### config.mk
export PLATFORM = sky130hd
export DESIGN_NAME = rx_rs232
export DESIGN_NICKNAME = d
export VERILOG_FILES = /design/src/rtl/rx_rs232.sv
export SDC_FILE = /design/constraint.sdc
export NUM_CORES = 1
export LEC_CHECK = 0
export BUFFER_PORTS_ARGS = -buffer_cell sky130_fd_sc_hd__buf_4
export CAP_MARGIN = 10
export CORE_ASPECT_RATIO = 1.2
export CORE_UTILIZATION = 35
export DETAILED_ROUTE_END_ITERATION = 6
export HOLD_SLACK_MARGIN = 0.05
export MAX_ROUTING_LAYER = met4
export PLACE_DENSITY_LB_ADDON = 0.3
export SETUP_SLACK_MARGIN = 0.02
export SYNTH_ARGS = -nofsm -noshare
export SYNTH_HDL_FRONTEND = slang
export SYNTH_SLANG_ARGS = --single-unit
### constraint.sdc
create_clock -name clk_s -period 2.4 [get_ports clk_s]
set_input_delay 0.36 -clock clk_s [delete_from_list [all_inputs] [get_ports clk_s]]
set_output_delay 0.36 -clock clk_s [all_outputs]
set_load 0.1 [all_outputs]
### src/rtl/rx_rs232.sv
// 8N1 serial receiver: synchronises the line, validates the start bit at mid-bit,
// samples eight data bits LSB first and flags good frames or framing errors.
module rx_rs232 #(
  parameter int CLKS_PER_BIT = 16
) (
  input  logic       clk_s,
  input  logic       rstn_s,
  input  logic       iDATA,
  output logic [7:0] oDATA,
  output logic       oFINISH,
  output logic       oERROR,
  output logic       oBUSY
);

  localparam int CW = $clog2(CLKS_PER_BIT);
  localparam logic [CW-1:0] HALF_LAST = CW'(CLKS_PER_BIT / 2 - 1);
  localparam logic [CW-1:0] FULL_LAST = CW'(CLKS_PER_BIT - 1);

  typedef enum logic [2:0] {
    IDLE,
    START,
    DATA,
    STOP,
    WAIT_IDLE
  } stateT;

  stateT       state, stateNext;
  logic        syncMeta, rxSync;
  logic [CW-1:0] cnt, cntNext;
  logic [2:0]  idx, idxNext;
  logic [7:0]  sh, shNext;
  logic [7:0]  dataNext;
  logic        finishNext, errorNext;

  // Sync flops reset to the idle level so reset never looks like a start bit.
  always_ff @(posedge clk_s or negedge rstn_s) begin
    if (!rstn_s) begin
      syncMeta <= 1'b1;
      rxSync   <= 1'b1;
    end else begin
      syncMeta <= iDATA;
      rxSync   <= syncMeta;
    end
  end

  always_ff @(posedge clk_s or negedge rstn_s) begin
    if (!rstn_s) begin
      state   <= IDLE;
      cnt     <= '0;
      idx     <= '0;
      sh      <= '0;
      oDATA   <= '0;
      oFINISH <= 1'b0;
      oERROR  <= 1'b0;
    end else begin
      state   <= stateNext;
      cnt     <= cntNext;
      idx     <= idxNext;
      sh      <= shNext;
      oDATA   <= dataNext;
      oFINISH <= finishNext;
      oERROR  <= errorNext;
    end
  end

  // Start is sampled half a bit in; every later sample lands one full bit after the previous.
  always_comb begin
    stateNext  = state;
    cntNext    = cnt;
    idxNext    = idx;
    shNext     = sh;
    dataNext   = oDATA;
    finishNext = 1'b0;
    errorNext  = 1'b0;
    case (state)
      IDLE: begin
        if (!rxSync) begin
          stateNext = START;
          cntNext   = '0;
        end
      end
      START: begin
        if (cnt == HALF_LAST) begin
          if (rxSync) begin
            stateNext = IDLE;
          end else begin
            stateNext = DATA;
            cntNext   = '0;
            idxNext   = '0;
          end
        end else begin
          cntNext = cnt + 1'b1;
        end
      end
      DATA: begin
        if (cnt == FULL_LAST) begin
          shNext  = {rxSync, sh[7:1]};
          cntNext = '0;
          if (idx == 3'd7) begin
            stateNext = STOP;
          end else begin
            idxNext = idx + 3'd1;
          end
        end else begin
          cntNext = cnt + 1'b1;
        end
      end
      STOP: begin
        if (cnt == FULL_LAST) begin
          cntNext = '0;
          if (rxSync) begin
            dataNext   = sh;
            finishNext = 1'b1;
            stateNext  = IDLE;
          end else begin
            errorNext = 1'b1;
            stateNext = WAIT_IDLE;
          end
        end else begin
          cntNext = cnt + 1'b1;
        end
      end
      WAIT_IDLE: begin
        // A held-low (break) line must go high before a new start can be trusted.
        if (rxSync) stateNext = IDLE;
      end
      default: stateNext = IDLE;
    endcase
  end

  assign oBUSY = (state != IDLE);

endmodule
==> results of run 1 <==
-- worst register-to-register path: stages (launching register included) --
cell	delay (ns)
sky130_fd_sc_hd__dfrtp_1	0.39
sky130_fd_sc_hd__ha_1	0.29
sky130_fd_sc_hd__nand4_4	0.19
sky130_fd_sc_hd__nor2_4	0.13
sky130_fd_sc_hd__and3_4	0.30
sky130_fd_sc_hd__mux2_4	0.32
-- metrics by stage --
| stage | hold WS, ns | cell area, um^2 | instances | total power [mW] |
|---|---|---|---|---|
| global route | 0.176 | 1590 | 170 | 1.35 |
| finish | 0.186 | 1590 | 170 | 1.27 |
| global placement | 0.302 | 1490 | 161 | 0.862 |
| floorplan | 0.0644 | 1390 | 103 | 0.861 |
| CTS | 0.175 | 1590 | 170 | 1.29 |
| detailed placement | 0.309 | 1490 | 161 | 0.873 |
-- state kept, by name, indices dropped and copies added (netlist names) --
register / flops
oDATA: 8
sh: 8
cnt: 4
idx: 3
state: 3
oERROR: 1
oFINISH: 1
rxSync: 1
syncMeta: 1
-- cell families after synthesis --
family	Yosys count	synth area share
compound gates	18	0.0865
xor+xnor	1	0.00631
fa+ha+maj	3	0.0270
buf+inv	13	0.0640
flops	30	0.542
mux	17	0.159
simple gates	21	0.114
-- worst paths after layout --
kind	endpoint	cells after the start	slack, ns
worst max-delay path	oBUSY	2	0.52
worst min-delay path	syncMeta$_DFF_PN1_	1	0.19
worst max register to register	oDATA[5]$_DFFE_PN0P_	5	0.67
worst min register to register	rxSync$_DFF_PN1_	0	0.36
max in group asynchronous	syncMeta$_DFF_PN1_	2	1.54
min in group asynchronous	sh[3]$_DFFE_PN0P_	2	0.54
-- routing by layer --
layer | part of all wire | up-vias
met2 | 0.47 | 16
met1 | 0.45 | 401
met5 | 0 | -
met3 | 0.054 | 6
li1 | - | 394
met4 | 0.027 | 0
-- final cells by class --
type	count	area [um^2]	area share
clock buffers	7	86.3	0.0544
repair buffers	14	108	0.0678
multi-input cells	60	547	0.345
inverters	6	22.5	0.0142
flip-flops and latches	30	753	0.475
well taps	52	65.1	0.0410
clock inverters	1	5.00	0.00315
-- cells in the final DEF (no fill, tap or decap), types with 2 or more instances in the layout --
cell and instances:
sky130_fd_sc_hd__a211oi_1 4, sky130_fd_sc_hd__a21oi_1 5, sky130_fd_sc_hd__a22o_1 2, sky130_fd_sc_hd__buf_4 13, sky130_fd_sc_hd__clkbuf_8 6, sky130_fd_sc_hd__dfrtp_1 28, sky130_fd_sc_hd__dfstp_2 2, sky130_fd_sc_hd__ha_1 3
sky130_fd_sc_hd__inv_1 6, sky130_fd_sc_hd__mux2_2 9, sky130_fd_sc_hd__mux2_4 8, sky130_fd_sc_hd__nand2_1 2, sky130_fd_sc_hd__nand3_1 2, sky130_fd_sc_hd__nor2_1 6, sky130_fd_sc_hd__nor3_1 2, sky130_fd_sc_hd__o22ai_1 2
-- power breakdown --
group	switching (mW)	internal (mW)	leakage, nW
Clock	0.178	0.231	0.0482
Combinational	0.114	0.0995	0.292
Sequential	0.0940	0.556	0.399
==> run_results.csv, run 1 <==
group,metric,value,unit
clock_network,htreeDepth,2,
route,vias_per_cell,4.81,
sta,totalNegativeSetupSlack,0,ns
cells_and_area,relative_area_change_from_synthesis_to_final_layout,14.2,%
cells_and_area,finish.net_count,123,
logic_synthesis,synth_enable_flop_cells,0,
run,timing.max_cap.violations,0,
clock_network,ctsRootBufferMaster,"sky130_fd_sc_hd__clkbuf_8",
global_routing,grtUsageTotal,0.125,
logic_synthesis,synthesis.area_per_instance,13.5,um^2
die,num_io_pins,14,
worst_hold_path,holdCritStartpoint,"iDATA",
logic_synthesis,cell_with_the_most_instances_after_synthesis,"sky130_fd_sc_hd__dfrtp_1",
sta,final.setup_skew,0.00665,ns
logic_synthesis,share_of_synthesized_area_occupied_by_flip_flops_and_latches,0.542,
die,floorplan.core_area,3720,um^2
die,die_width,59.5,um
global_routing,total_grt_overflow,0,
route,drtPass1Iterations,4,
logic_synthesis,postSynthRegisterBits,30,
die,die-area,4230,um^2
sta,final_hold_viol_count,0,
worst_setup_path,critPathSlowestCell,"sky130_fd_sc_hd__dfrtp_1",
worst_setup_path,setup.worst_path.start,"state[2]$_DFFE_PN0P_",
sta,max_clock_freq,531,MHz
worst_hold_path,holdCritPathClass,"input port to flip-flop",
worst_setup_path,worst_ep_arrival_time,1.52,ns
sta,maxSlewViolCount,0,
placed_design,buffer_ports.inserted,13,
worst_setup_path,worst_setup_path_start_kind,"flip-flop",
global_routing,gr-max-usage-layer,"met2",
global_routing,global_route.usage.met2,0.176,
placed_design,dpl.hpwl,1.40,mm
logic_synthesis,post_synth_num_cell_types,35,
clock_network,cts.sink_count,30,
logic_synthesis,netlist_instances,103,
route,remaining_drc_errors,0,
worst_setup_path,worstPathMaxFanout,15,
pwr,leakagePower,0.739,nW
clock_network,cts.hold.buffers_added,1,
clock_network,cts_post_setup_buffers_inserted,0,
logic_synthesis,synthesis.yosys.warnings,0,
clock_network,cts_buffers,5,
worst_setup_path,timing.critical_path.buf_inv,1,
clock_network,path_clk_slew,0.06,ns
clock_network,insertion_delay,0.28,ns
worst_setup_path,crit_path_cell_trace,"or3_1 > buf_4",
sta,worst-slew-pin-transition,0.610,ns
global_routing,antenna_found_initial,0,
route,num_vias,817,
placed_design,dpl_worst_slack,0.664,ns
die,die_height,71.0,um
clock_network,ctsResizeCount,0,
cells_and_area,final.fill_count,381,
global_routing,grt_first_pass_wirelength,3.72,mm
logic_synthesis,syn-cell-area,1390,um^2
global_routing,number_of_global_route_vias_before_repair,812,
global_routing,largest_net_degree_at_the_start_of_global_routing,31,
worst_setup_path,crit_required,2.04,ns
logic_synthesis,yosys.area.top_type_share,0.505,
cells_and_area,post_route_cells_drive_above_1_share,0.381,
logic_synthesis,synthDominantAreaCellType,"sky130_fd_sc_hd__dfrtp_1",
sta,maxSlewHeadroom,0.593,
route,drt-total-wl,2.07,mm
logic_synthesis,ys.flop_type,"sky130_fd_sc_hd__dfrtp_1",
die,num_rows,24,
logic_synthesis,synth.area.top_cells,"sky130_fd_sc_hd__dfrtp_1 50%, sky130_fd_sc_hd__mux2_4 8.6%, sky130_fd_sc_hd__mux2_2 7.3%, sky130_fd_sc_hd__dfstp_2 3.8%, sky130_fd_sc_hd__ha_1 2.7%",
sta,post-route-period-util,0.785,
die,initial_core_util,0.373,
pwr,cellPowerDensity,801,nW/um^2
global_routing,met3_usage,0.0512,
pwr,vdd_ir_max,366,uV
logic_synthesis,mappedNetlistNets,109,
route,drt-initial-drc-count,31,
sta,unrepaired_setup_endpoints_after_global_routing,"no",
worst_setup_path,max_stage_delay,0.60,ns
cells_and_area,antenna_cells_inserted,0,
worst_setup_path,worstSetupPathType,"flip-flop to primary output",
route,detail-route-antenna-nets,0,
global_routing,groute.layer.met1.usage,0.147,
clock_network,cts_tree,"yes",
logic_synthesis,synth.cells.most_frequent,"28 x sky130_fd_sc_hd__dfrtp_1, 9 x sky130_fd_sc_hd__mux2_2, 8 x sky130_fd_sc_hd__mux2_4",
sta,report.final.setup_viol,0,
clock_network,clk_path_buf_depth,2,
run_status,status,"complete, no violations",
worst_setup_path,crit-reg2reg-launch,"cnt[0]$_DFFE_PN0P_",
logic_synthesis,ys_async_sr_fraction,1.00,
sta,final.min_clock_period,1.88,ns
sta,worst_slack,0.516,ns
placed_design,gp_weighted_congestion,0.752,
worst_setup_path,worst_setup_path_end_kind,"primary output",
route,routedWlPerCell,12.2,um
worst_setup_path,cpLargestDelayFamily,"flip-flops",
cells_and_area,post_layout_utilization_of_the_core,0.426,
No activity file was read; power rests on OpenSTA's default activity.
==> run 2, diff against run 1 <==
Clock period 2.4 ns to 1.62 ns, I/O delays scaled along.
==> run_results.csv, run 2 (synthesis gave the netlist of run 1 again) <==
group,metric,value,unit
run_status,status,"complete, no violations",
clock_network,htreeDepth,2,
sta,final_hold_viol_count,0,
pwr,cellPowerDensity,1180,nW/um^2
clock_network,cts.sink_count,30,
worst_setup_path,crit_required,1.79,ns
worst_setup_path,worst_r2r_path_depth,5,
global_routing,grtUsageTotal,0.135,
sta,final.min_clock_period,1.55,ns
worst_setup_path,crit-reg2reg-launch,"cnt[1]$_DFFE_PN0P_",
clock_network,ctsRootBufferMaster,"sky130_fd_sc_hd__clkbuf_8",
route,drtPass1Iterations,4,
global_routing,gr-max-usage-layer,"met2",
placed_design,dpl.hpwl,1.59,mm
cells_and_area,reg_top3,"oDATA x8, sh x8, cnt x4",
sta,maxSlewHeadroom,0.756,
global_routing,grt_first_pass_wirelength,3.97,mm
worst_setup_path,setup.worst_path.start,"cnt[1]$_DFFE_PN0P_",
worst_setup_path,worst_setup_path_end_kind,"flip-flop",
sta,final.setup_skew,0.00486,ns
worst_setup_path,worst_ep_arrival_time,1.71,ns
die,die-area,4230,um^2
worst_setup_path,worstSetupPathType,"flip-flop to flip-flop",
route,drt-initial-drc-count,22,
global_routing,groute.layer.met1.usage,0.147,
placed_design,gp_weighted_congestion,0.805,
cells_and_area,finish.net_count,134,
worst_hold_path,holdCritStartpoint,"iDATA",
clock_network,path_clk_slew,0.06,ns
global_routing,largest_net_degree_at_the_start_of_global_routing,31,
worst_hold_path,min_delay_path_depth,1,
clock_network,clk_path_buf_depth,2,
die,floorplan.core_area,3720,um^2
route,detail-route-antenna-nets,0,
cells_and_area,final_common_cell,"sky130_fd_sc_hd__dfrtp_1",
global_routing,met3_usage,0.0439,
sta,report.final.setup_viol,0,
sta,totalNegativeSetupSlack,0,ns
clock_network,cts_tree,"yes",
cells_and_area,relative_area_change_from_synthesis_to_final_layout,23.7,%
clock_network,insertion_delay,0.28,ns
pwr,leakagePower,0.794,nW
die,num_io_pins,14,
route,remaining_drc_errors,0,
route,drt-total-wl,2.28,mm
die,die_height,71.0,um
route,vias_per_cell,4.74,
global_routing,global_route.usage.met2,0.208,
global_routing,total_grt_overflow,0,
sta,hold_slack,0.0669,ns
cells_and_area,post_route_cells_drive_above_1_share,0.488,
die,num_rows,24,
worst_setup_path,worst_setup_path_start_kind,"flip-flop",
cells_and_area,mostFrequentLayoutCells,"26 x sky130_fd_sc_hd__dfrtp_1, 22 x sky130_fd_sc_hd__buf_4, 9 x sky130_fd_sc_hd__mux2_2, 8 x sky130_fd_sc_hd__mux2_4",
sta,worst-slew-pin-transition,0.365,ns
worst_setup_path,regToRegEndpoint,"oDATA[7]$_DFFE_PN0P_",
placed_design,buffer_ports.inserted,13,
sta,max_clock_freq,647,MHz
route,routedWlPerCell,12.6,um
clock_network,cts_buffers,5,
sta,unrepaired_setup_endpoints_after_global_routing,"yes",
sta,post-route-period-util,0.954,
die,initial_core_util,0.373,
sta,maxSlewViolCount,0,
worst_hold_path,holdCritPathClass,"input port to flip-flop",
run,timing.max_cap.violations,0,
worst_hold_path,min_to,"syncMeta$_DFF_PN1_",
die,die_width,59.5,um
global_routing,number_of_global_route_vias_before_repair,887,
worst_setup_path,setup_slack_of_the_most_critical_reg_to_reg_path,0.07,ns
worst_setup_path,worstPathMaxFanout,9,
pwr,vdd_ir_max,736,uV
global_routing,antenna_found_initial,0,
route,num_vias,858,
cells_and_area,antenna_cells_inserted,0,
[run 2: cell types whose count changed in the layout (fill, tap and decap cells not counted), sizes merged]
cell	before	now
buf	13	24
clkinvlp	0	1
clkbuf	7	6
[run 2: repair_timing]
item	4_1_cts	5_1_grt
setup endpoints to repair	1	9
hold endpoints to repair	28	0
resized for setup	3	3
hold buffers	1	0
buffers inserted	2	0
[run 2: layout make-up]
| class | count | area [um^2] |
|---|---|---|
| Clock buffer | 6 | 82.6 |
| Clock inverter | 2 | 12.5 |
| Fill cell | 357 | 2010 |
| Inverter | 6 | 22.5 |
| Multi-Input combinational cell | 60 | 573 |
| Sequential cell | 30 | 756 |
| Tap cell | 52 | 65.1 |
| Timing Repair Buffer | 25 | 206 |
[run 2: stage by stage]
stage          worst slack (ns)  power (mW)  std cells  instance area, um^2   util
5_1_grt                 -0.0106        2.15        181                 1720  0.461
3_5_place_dp             0.0467        1.39        170                 1570  0.422
6_report                 0.0747        2.03        181                 1720  0.461
4_1_cts                  0.0349        2.03        181                 1700  0.456
2_1_floorplan            0.0243        1.28        103                 1400      -
3_3_place_gp             0.0862        1.37        170                 1570  0.422
[run 2: worst max path at each step]
stage                           end  cells past startpoint
4_1_cts          idx[0]$_DFFE_PN0P_                      5
3_3_place_gp   oDATA[0]$_DFFE_PN0P_                      5
2_1_floorplan  oDATA[0]$_DFFE_PN0P_                      6
6_report       oDATA[7]$_DFFE_PN0P_                      5
3_5_place_dp   oDATA[7]$_DFFE_PN0P_                      5
5_1_grt          idx[0]$_DFFE_PN0P_                      6
[run 2: metal layers]
metal	vias up	share of wire
met5	-	0
met4	0	0.023
met3	5	0.034
met2	17	0.50
met1	416	0.44
li1	420	-
[run 2: power by group]
| part | leakage [nW] | switching [mW] | internal, mW |
|---|---|---|---|
| registers | 0.397 | 0.0826 | 0.826 |
| logic | 0.350 | 0.264 | 0.241 |
| clock network | 0.0472 | 0.276 | 0.340 |
| total | 0.794 | 0.622 | 1.41 |
[run 2: critical path, cell delays in order, from the launching register on]
cell and delay (ns):
sky130_fd_sc_hd__dfrtp_1 0.40, sky130_fd_sc_hd__ha_4 0.16, sky130_fd_sc_hd__nand4_4 0.14, sky130_fd_sc_hd__nor2_4 0.11
sky130_fd_sc_hd__and3_4 0.30, sky130_fd_sc_hd__mux2_4 0.32
==> run 3, diff against run 2 <==
Settings changed: CORE_UTILIZATION 35 to 44.
==> run_results.csv, run 3 (synthesis gave the netlist of run 1 again) <==
group,metric,value,unit
run_status,status,"complete, no violations",
route,detail-route-antenna-nets,0,
die,num_io_pins,14,
sta,worst-slew-pin-transition,0.375,ns
die,die_width,53.3,um
global_routing,number_of_global_route_vias_before_repair,882,
sta,hold_slack,0.360,ns
route,routedWlPerCell,15.3,um
placed_design,dpl.hpwl,1.72,mm
route,drtPass1Iterations,4,
cells_and_area,reg_top3,"oDATA x8, sh x8, cnt x4",
sta,maxSlewViolCount,0,
cells_and_area,post_route_cells_drive_above_1_share,0.489,
cells_and_area,relative_area_change_from_synthesis_to_final_layout,22.0,%
worst_setup_path,worst_ep_arrival_time,1.79,ns
global_routing,total_grt_overflow,0,
cells_and_area,final_common_cell,"sky130_fd_sc_hd__dfrtp_1",
sta,max_clock_freq,633,MHz
cells_and_area,post_layout_utilization_of_the_core,0.586,
cells_and_area,final.fill_count,257,
run,timing.max_cap.violations,0,
pwr,report.power.total,1.90,mW
clock_network,cts.sink_count,30,
global_routing,grtUsageTotal,0.179,
sta,final.setup_skew,0.00914,ns
clock_network,insertion_delay,0.33,ns
placed_design,placement.cell_area,1550,um^2
sta,maxSlewHeadroom,0.750,
die,num_rows,21,
pwr,leakagePower,0.802,nW
route,drt-total-wl,2.55,mm
sta,post-route-period-util,0.975,
die,die_height,63.5,um
global_routing,grt_first_pass_wirelength,4.16,mm
route,vias_per_cell,5.38,
sta,report.final.setup_viol,0,
sta,totalNegativeSetupSlack,0,ns
route,drt-initial-drc-count,14,
placed_design,gp_weighted_congestion,0.858,
global_routing,largest_net_degree_at_the_start_of_global_routing,31,
route,remaining_drc_errors,0,
cells_and_area,finish.net_count,138,
global_routing,antenna_found_initial,0,
clock_network,clk_path_buf_depth,2,
sta,final_hold_viol_count,0,
clock_network,htreeDepth,2,
die,initial_core_util,0.481,
clock_network,path_clk_slew,0.10,ns
cells_and_area,finalInstanceArea,1690,um^2
route,num_vias,898,
die,floorplan.core_area,2890,um^2
worst_setup_path,worst_setup_path_end_kind,"flip-flop",
worst_setup_path,worst_setup_path_start_kind,"flip-flop",
clock_network,cts_buffers,5,
sta,unrepaired_setup_endpoints_after_global_routing,"yes",
worst_setup_path,worstSetupPathType,"flip-flop to flip-flop",
worst_hold_path,holdCritPathClass,"flip-flop to flip-flop",
clock_network,ctsRootBufferMaster,"sky130_fd_sc_hd__clkbuf_4",
sta,final.min_clock_period,1.58,ns
die,die-area,3390,um^2
cells_and_area,antenna_cells_inserted,0,
clock_network,cts_tree,"yes",
placed_design,buffer_ports.inserted,13,
worst_setup_path,worstPathMaxFanout,5,
cells_and_area,mostFrequentLayoutCells,"26 x sky130_fd_sc_hd__dfrtp_1, 23 x sky130_fd_sc_hd__buf_4, 9 x sky130_fd_sc_hd__mux2_4, 8 x sky130_fd_sc_hd__mux2_2",
pwr,cellPowerDensity,1120,nW/um^2
worst_setup_path,crit_required,1.83,ns
pwr,vdd_ir_max,707,uV
## run 3: what timing repair did
action                                 4_1_cts  5_1_grt
setup endpoints to repair                   10        9
resized for setup                            3        5
endpoints found under the hold margin       29        0
hold buffers                                 2        0
pin swaps                                    0        1
buffers inserted                             3        1
cloned                                       1        0
## run 3: critical path, cell delays in order (launching register included)
cell                      delay [ns]
sky130_fd_sc_hd__dfrtp_1        0.37
sky130_fd_sc_hd__ha_2           0.22
sky130_fd_sc_hd__nand4_4        0.16
sky130_fd_sc_hd__nor2_4         0.14
sky130_fd_sc_hd__and3_4         0.26
sky130_fd_sc_hd__mux2_4         0.31
## run 3: path summary, 6_finish.rpt
path | start | endpoint | slack, ns | cells after the start
min | syncMeta$_DFF_PN1_ | rxSync$_DFF_PN1_ | 0.36 | 0
max reg2reg | cnt[0]$_DFFE_PN0P_ | oDATA[5]$_DFFE_PN0P_ | 0.04 | 5
min in group asynchronous | rstn_s | sh[6]$_DFFE_PN0P_ | 0.37 | 2
max in group asynchronous | rstn_s | rxSync$_DFF_PN1_ | 0.93 | 2
max | cnt[0]$_DFFE_PN0P_ | oDATA[5]$_DFFE_PN0P_ | 0.04 | 5
min reg2reg | syncMeta$_DFF_PN1_ | rxSync$_DFF_PN1_ | 0.36 | 0
## run 3: layer usage
| metal | vias to the layer above | share of wire | global-route usage |
|---|---|---|---|
| met1 | 447 | 0.38 | 0.182 |
| met4 | 0 | 0.020 | 0.0789 |
| met2 | 20 | 0.55 | 0.298 |
| met5 | - | 0 | - |
| li1 | 425 | - | - |
| met3 | 6 | 0.045 | 0.0652 |
## run 3: final cells by class
class | instances | area (um^2) | share of cell area
Clock inverter | 1 | 5.00 | 0.00295
Timing Repair Buffer | 28 | 235 | 0.139
Inverter | 6 | 22.5 | 0.0133
Clock buffer | 7 | 55.1 | 0.0325
Sequential cell | 30 | 756 | 0.446
Multi-Input combinational cell | 61 | 578 | 0.341
Tap cell | 34 | 42.5 | 0.0251
## run 3: report_power, final
part / internal, mW / total [mW] / leakage, nW / switching (mW)
sequential: 0.824 / 0.881 / 0.397 / 0.0563
combinational: 0.264 / 0.558 / 0.369 / 0.294
clock: 0.210 / 0.467 / 0.0353 / 0.257
## run 3: through the flow
stage / setup slack (ns) / cells
finish: 0.0401 / 167
floorplan: 0.0243 / 103
detailed placement: 0.0269 / 152
CTS: 0.00976 / 166
global route: 0.0127 / 167
global placement: 0.0890 / 152
